### config.mk
export PLATFORM = sky130hd
export DESIGN_NAME = ddr_wr_burst_master
export DESIGN_NICKNAME = d
export VERILOG_FILES = /design/src/rtl/ddr_wr_burst_master_pkg.sv /design/src/rtl/wr_beat_fifo.sv /design/src/rtl/ddr_wr_burst_master.sv
export SDC_FILE = /design/constraint.sdc
export NUM_CORES = 1
export LEC_CHECK = 0
export CORE_UTILIZATION = 55
export CTS_BUF_LIST = sky130_fd_sc_hd__clkbuf_16
export DETAILED_ROUTE_END_ITERATION = 6
export GPL_TIMING_DRIVEN = 1
export PLACE_DENSITY = 0.86
export SETUP_SLACK_MARGIN = 0.3
export SLEW_MARGIN = 20
export SYNTH_ARGS = -nofsm -noshare
export SYNTH_HDL_FRONTEND = slang
export SYNTH_SLANG_ARGS = --single-unit
### constraint.sdc
create_clock -name ddr_clk -period 5.2 [get_ports ddr_clk]
set_input_delay 1.3 -clock ddr_clk [delete_from_list [all_inputs] [get_ports ddr_clk]]
set_output_delay 1.3 -clock ddr_clk [all_outputs]
set_load 0.01 [all_outputs]
### src/rtl/ddr_wr_burst_master_pkg.sv
// Shared types and constants for the DDR line-write burst master.
package ddr_wr_burst_master_pkg;

  typedef enum logic [2:0] {
    ST_IDLE,
    ST_AW,
    ST_W,
    ST_B,
    ST_DONE
  } state_e;

  localparam int unsigned BEAT_ADDR_INC = 8;
  localparam logic [1:0]  AXI_RESP_OKAY = 2'b00;

  function automatic int unsigned beat_width(input int unsigned dq_width);
    return 8 * dq_width;
  endfunction

endpackage

### src/rtl/wr_beat_fifo.sv
// Two-entry beat FIFO (data plus burst-last flag) between the upstream pull and AXI W.
module wr_beat_fifo #(
  parameter int unsigned DATA_W = 128
) (
  input  logic              clk,
  input  logic              rst_n,
  input  logic              push_i,
  input  logic [DATA_W-1:0] push_data_i,
  input  logic              push_last_i,
  input  logic              pop_i,
  output logic [DATA_W-1:0] head_data_o,
  output logic              head_last_o,
  output logic [1:0]        count_o
);

  logic [DATA_W-1:0] data_q [2];
  logic [1:0]        last_q;
  logic              wr_ptr_q;
  logic              rd_ptr_q;
  logic [1:0]        count_q;

  // Storage is cleared on reset so the head reads as zero while idle.
  always_ff @(posedge clk or negedge rst_n) begin
    if (!rst_n) begin
      data_q[0] <= '0;
      data_q[1] <= '0;
      last_q    <= '0;
      wr_ptr_q  <= 1'b0;
      rd_ptr_q  <= 1'b0;
      count_q   <= '0;
    end else begin
      if (push_i) begin
        data_q[wr_ptr_q] <= push_data_i;
        last_q[wr_ptr_q] <= push_last_i;
        wr_ptr_q         <= ~wr_ptr_q;
      end
      if (pop_i) begin
        rd_ptr_q <= ~rd_ptr_q;
      end
      count_q <= count_q + 2'(push_i) - 2'(pop_i);
    end
  end

  assign head_data_o = data_q[rd_ptr_q];
  assign head_last_o = last_q[rd_ptr_q];
  assign count_o     = count_q;

endmodule

### src/rtl/ddr_wr_burst_master.sv
// Splits one upstream line write into AXI4 INCR bursts of at most MAX_BURST beats.
module ddr_wr_burst_master #(
  parameter int unsigned ADDR_WIDTH = 27,
  parameter int unsigned DQ_WIDTH   = 16,
  parameter int unsigned LEN_WIDTH  = 16,
  parameter int unsigned MAX_BURST  = 16
) (
  input  logic                    ddr_clk,
  input  logic                    ddr_rstn,
  input  logic                    ddr_wreq,
  input  logic [ADDR_WIDTH-1:0]   ddr_waddr,
  input  logic [LEN_WIDTH-1:0]    ddr_wr_len,
  output logic                    ddr_wrdy,
  output logic                    ddr_wdata_req,
  input  logic [8*DQ_WIDTH-1:0]   ddr_wdata,
  output logic                    ddr_wdone,
  output logic [ADDR_WIDTH-1:0]   axi_awaddr,
  output logic [7:0]              axi_awlen,
  output logic                    axi_awvalid,
  input  logic                    axi_awready,
  output logic [8*DQ_WIDTH-1:0]   axi_wdata,
  output logic                    axi_wlast,
  output logic                    axi_wvalid,
  input  logic                    axi_wready,
  input  logic                    axi_bvalid,
  output logic                    axi_bready,
  input  logic [1:0]              axi_bresp,
  output logic                    wr_err
);

  import ddr_wr_burst_master_pkg::*;

  localparam int unsigned BEAT_W = beat_width(DQ_WIDTH);
  localparam int unsigned BLEN_W = $clog2(MAX_BURST + 1);

  function automatic logic [BLEN_W-1:0] burst_len(input logic [LEN_WIDTH-1:0] rem);
    if (32'(rem) > MAX_BURST) return BLEN_W'(MAX_BURST);
    return BLEN_W'(rem);
  endfunction

  state_e                state_q, state_d;
  logic [ADDR_WIDTH-1:0] addr_q, addr_d;
  logic [LEN_WIDTH-1:0]  rem_q, rem_d;
  logic [BLEN_W-1:0]     blen_q, blen_d;
  logic [BLEN_W-1:0]     req_cnt_q, req_cnt_d;
  logic [7:0]            awlen_q, awlen_d;
  logic                  awvalid_q, awvalid_d;
  logic                  bready_q, bready_d;
  logic                  wrdy_q, wrdy_d;
  logic                  wdone_q, wdone_d;
  logic                  wr_err_q, wr_err_d;
  logic [BLEN_W-1:0]     nblen;

  logic                  fifo_pop;
  logic                  fifo_push_last;
  logic                  head_last;
  logic [1:0]            fifo_count;
  logic [1:0]            occ_after;

  wr_beat_fifo #(
    .DATA_W (BEAT_W)
  ) u_fifo (
    .clk         (ddr_clk),
    .rst_n       (ddr_rstn),
    .push_i      (ddr_wdata_req),
    .push_data_i (ddr_wdata),
    .push_last_i (fifo_push_last),
    .pop_i       (fifo_pop),
    .head_data_o (axi_wdata),
    .head_last_o (head_last),
    .count_o     (fifo_count)
  );

  // Pull a beat only when the FIFO will still have room after this cycle's pop.
  assign axi_wvalid     = (fifo_count != 2'd0);
  assign axi_wlast      = axi_wvalid & head_last;
  assign fifo_pop       = axi_wvalid & axi_wready;
  assign occ_after      = fifo_count - 2'(fifo_pop);
  assign fifo_push_last = (req_cnt_q == blen_q - BLEN_W'(1));
  assign ddr_wdata_req  = (state_q == ST_W) && (req_cnt_q < blen_q) && (occ_after < 2'd2);

  always_comb begin
    state_d   = state_q;
    addr_d    = addr_q;
    rem_d     = rem_q;
    blen_d    = blen_q;
    req_cnt_d = req_cnt_q;
    awlen_d   = awlen_q;
    awvalid_d = awvalid_q;
    bready_d  = bready_q;
    wdone_d   = 1'b0;
    wr_err_d  = wr_err_q;
    nblen     = '0;

    case (state_q)
      ST_IDLE: begin
        if (ddr_wreq && wrdy_q) begin
          addr_d = ddr_waddr;
          rem_d  = ddr_wr_len;
          if (ddr_wr_len == '0) begin
            state_d = ST_DONE;
          end else begin
            nblen     = burst_len(ddr_wr_len);
            blen_d    = nblen;
            awlen_d   = 8'(nblen - BLEN_W'(1));
            awvalid_d = 1'b1;
            state_d   = ST_AW;
          end
        end
      end
      ST_AW: begin
        if (axi_awready) begin
          awvalid_d = 1'b0;
          req_cnt_d = '0;
          state_d   = ST_W;
        end
      end
      ST_W: begin
        if (ddr_wdata_req) begin
          req_cnt_d = req_cnt_q + BLEN_W'(1);
        end
        if (fifo_pop && head_last) begin
          bready_d = 1'b1;
          state_d  = ST_B;
        end
      end
      ST_B: begin
        if (axi_bvalid) begin
          bready_d = 1'b0;
          if (axi_bresp != AXI_RESP_OKAY) wr_err_d = 1'b1;
          addr_d = addr_q + ADDR_WIDTH'(BEAT_ADDR_INC * 32'(blen_q));
          rem_d  = rem_q - LEN_WIDTH'(blen_q);
          if (rem_d == '0) begin
            wdone_d = 1'b1;
            state_d = ST_DONE;
          end else begin
            nblen     = burst_len(rem_d);
            blen_d    = nblen;
            awlen_d   = 8'(nblen - BLEN_W'(1));
            awvalid_d = 1'b1;
            state_d   = ST_AW;
          end
        end
      end
      ST_DONE: begin
        // Zero-length lines arrive here without the pulse; emit it before leaving.
        if (wdone_q) begin
          state_d = ST_IDLE;
        end else begin
          wdone_d = 1'b1;
        end
      end
      default: state_d = ST_IDLE;
    endcase

    wrdy_d = (state_d == ST_IDLE);
  end

  always_ff @(posedge ddr_clk or negedge ddr_rstn) begin
    if (!ddr_rstn) begin
      state_q   <= ST_IDLE;
      addr_q    <= '0;
      rem_q     <= '0;
      blen_q    <= '0;
      req_cnt_q <= '0;
      awlen_q   <= '0;
      awvalid_q <= 1'b0;
      bready_q  <= 1'b0;
      wrdy_q    <= 1'b0;
      wdone_q   <= 1'b0;
      wr_err_q  <= 1'b0;
    end else begin
      state_q   <= state_d;
      addr_q    <= addr_d;
      rem_q     <= rem_d;
      blen_q    <= blen_d;
      req_cnt_q <= req_cnt_d;
      awlen_q   <= awlen_d;
      awvalid_q <= awvalid_d;
      bready_q  <= bready_d;
      wrdy_q    <= wrdy_d;
      wdone_q   <= wdone_d;
      wr_err_q  <= wr_err_d;
    end
  end

  assign ddr_wrdy    = wrdy_q;
  assign ddr_wdone   = wdone_q;
  assign axi_awaddr  = addr_q;
  assign axi_awlen   = awlen_q;
  assign axi_awvalid = awvalid_q;
  assign axi_bready  = bready_q;
  assign wr_err      = wr_err_q;

endmodule

==> run_results.csv <==
group,metric,value,unit
synth,synthArstFlopShare,100,%
clock_tree,clk_pin_slew_worst_paths,50,ps
synth,synth_area_per_cell,12.4,µm²
clock_tree,cts_setup_buffers,0,
synth,synth_nets,1463,
finish,fillers,1831,
finish,area_growth,32.4,%
clock_tree,ctsHoldBuffers,0,
floorplanning,pin_count,350,
floorplanning,fp.dieArea,0.0292,mm²
synth,seq_area_frac_synth,52.4,%
global_routing,track_usage,27.8,%
placement,dpl_cell_area,0.0197,mm²
worst_setup_path,reg2reg_to,"axi_awlen[4]$_DFFE_PN0P_",
min_path,hold_path.class,"flop to flop",
worst_setup_path,rrSetupSlack,1230,ps
power,ir_worst_vdd,0.466,mV
timing,period_needed,4610,ps
timing,hold-worst-slack,470,ps
routing,viasPerCell,5.70,
timing,rsz0062_at_grt,"false",
clock_tree,clk_path_buf_depth,3,
floorplanning,fp-row-count,61,
routing,drt_iter0_drc,892,
global_routing,first_global_vias,12035,
floorplanning,fp.dieW,171,µm
worst_setup_path,reg2reg_depth,15,
placement,dpl.hpwl,28500,µm
min_path,min_to,"wr_err$_DFFE_PN0P_",
finish,fin_area,0.0208,mm²
worst_setup_path,critPathLaunchType,"primary input",
timing,maxSlewHeadroom,47.9,%
floorplanning,die_h,171,µm
worst_setup_path,cp.arrival,3310,ps
clock_tree,root_buffer,"clkbuf_16",
global_routing,grt_pass1_wl,63900,µm
timing,maxSlewViolCount,0,
finish,drive_gt1_share,29.3,%
worst_setup_path,r2r_start,"blen_q[0]$_DFFE_PN0P_",
routing,postRouteAntennaNets,0,
clock_tree,htreeDepth,2,
clock_tree,cts_tree,"yes",
min_path,worstHoldStart,"wr_err$_DFFE_PN0P_",
global_routing,antenna_found_initial,5,
synth,syn-instance-count,1262,
placement,portBuffers,349,
floorplanning,coreArea,0.0279,mm²
min_path,hold_path_depth,1,
finish,nets,1802,
clock_tree,numCtsBuffers,37,
placement,place.gp.congestion,0.926,
synth,yosys_warnings,0,
power,p_per_area,685,mW/mm²
timing,hold_violations,0,
power,power,14200,µW
clock_tree,clk_latency,510,ps
timing,fmax,217,MHz
clock_tree,cts_resized,0,
run_status,status,"complete, no violations",
synth,synth_ff_type,"dfrtp_1",
synth,synth_area,0.0157,mm²
worst_setup_path,critPathRequiredTime,3900,ps
timing,finalSetupViolCount,0,
worst_setup_path,crit_path_end_kind,"primary output",
power,leakage,0.00879,µW
worst_setup_path,path_max_fanout,3,
worst_setup_path,worstSetupPathType,"primary input to primary output",
global_routing,gr-total-overflow,0,
routing,dr.pass1.iters,6,
finish,mostFrequentLayoutCell,"mux2_2",
finish,layout_common_cells,"mux2_2 (387), clkdlybuf4s50_1 (348), dfrtp_1 (328)",
global_routing,grt_max_degree,140,
routing,vias,11433,
job,maxCapViolCount,0,
timing,fin_tns_setup,0,ps
synth,synth_edf_count,0,
routing,wl_per_cell,20.1,µm
finish,multi_input_area,0.00712,mm²
clock_tree,clock-sinks,329,
synth,synth_seq_cells,329,
timing,tightest_slew,782,ps
synth,synth.distinct_cells,66,
routing,remaining_drc_errors,0,
timing,fin_crit_sh,88.7,%
timing,finClkSkew,8.11,ps
finish,regArea,0.00824,mm²
routing,routed_wirelength,40200,µm
floorplanning,floorplan.initialDensity,56.2,%
==> state kept, by name, indices dropped and copies added, names as in the netlist, 2 cells and up <==
register / flops
u_fifo.data_q: 256
axi_awaddr: 27
rem_q: 16
axi_awlen: 6
blen_q: 5
req_cnt_q: 5
state_q: 3
u_fifo.count_o: 2
u_fifo.last_q: 2
==> critical path, cell delays in order <==
cell             delay [ps]
clkdlybuf4s50_1         400
nand2_1                 120
inv_1                    70
ha_1                    210
xor2_1                  200
a2111oi_2               400
clkdlybuf4s50_1         620
==> Yosys cell counts, types with 6 or more instances <==
cell	count	area (µm²)
a21o_1	8	60.1
inv_1	27	101
o22ai_1	11	68.8
nand2_1	83	312
nor3_1	22	110
mux2_2	387	4360
a31oi_1	6	37.5
xor2_1	8	70.1
nor2_1	48	180
nand3_1	20	100
a21oi_1	49	245
xnor2_1	11	96.3
nand4_1	7	43.8
o21ai_0	33	165
clkbuf_1	64	240
dfrtp_1	329	8230
a32oi_1	8	70.1
ha_1	20	250
nor4_1	8	50.1
==> metrics by stage <==
stage	setup WS (ps)	instances	utilization (%)
after detailed placement	640	1939	70.5
final	586	2006	74.5
after global placement	711	1939	70.5
after CTS	574	2001	74.3
after global routing	493	2006	74.5
after floorplan	1280	1262	-
==> layout make-up <==
cell class,count,share of cell area (%)
Clock buffer,39,4.69
Tap cell,378,2.27
Antenna cell,4,0.0481
Clock inverter,23,0.451
Multi-Input combinational cell,833,34.2
Sequential cell,329,39.6
Inverter,27,0.487
Timing Repair Buffer,373,18.2
==> power by group <==
group	internal, µW	switching [µW]
sequential	3850	870
combinational	4100	3090
clock	1340	989
total	9290	4950
==> kinds of logic after synthesis <==
group	synth area share, %
mux	28.1
flops	52.4
simple gates	7.38
compound gates	6.79
buf+inv	2.45
fa+ha+maj	1.85
xor+xnor	1.06
==> worst max-delay path by stage <==
stage	start	to	slack, ps	depth (start not counted)
floorplan	axi_wready	ddr_wdata_req	1280	6
global placement	axi_wready	ddr_wdata_req	710	7
detailed placement	axi_wready	ddr_wdata_req	640	7
CTS	axi_wready	ddr_wdata_req	570	7
global route	axi_wready	ddr_wdata_req	490	7
finish	axi_wready	ddr_wdata_req	590	7
==> routing by layer <==
layer	part of all wire (%)	global-route usage, %	wire, µm
met5	0	0	0
met4	3.7	11.3	1500
met3	8.2	8.19	3290
met2	49	45.9	19700
met1	39	34.0	15700
Power figures use the tool's default switching activity.
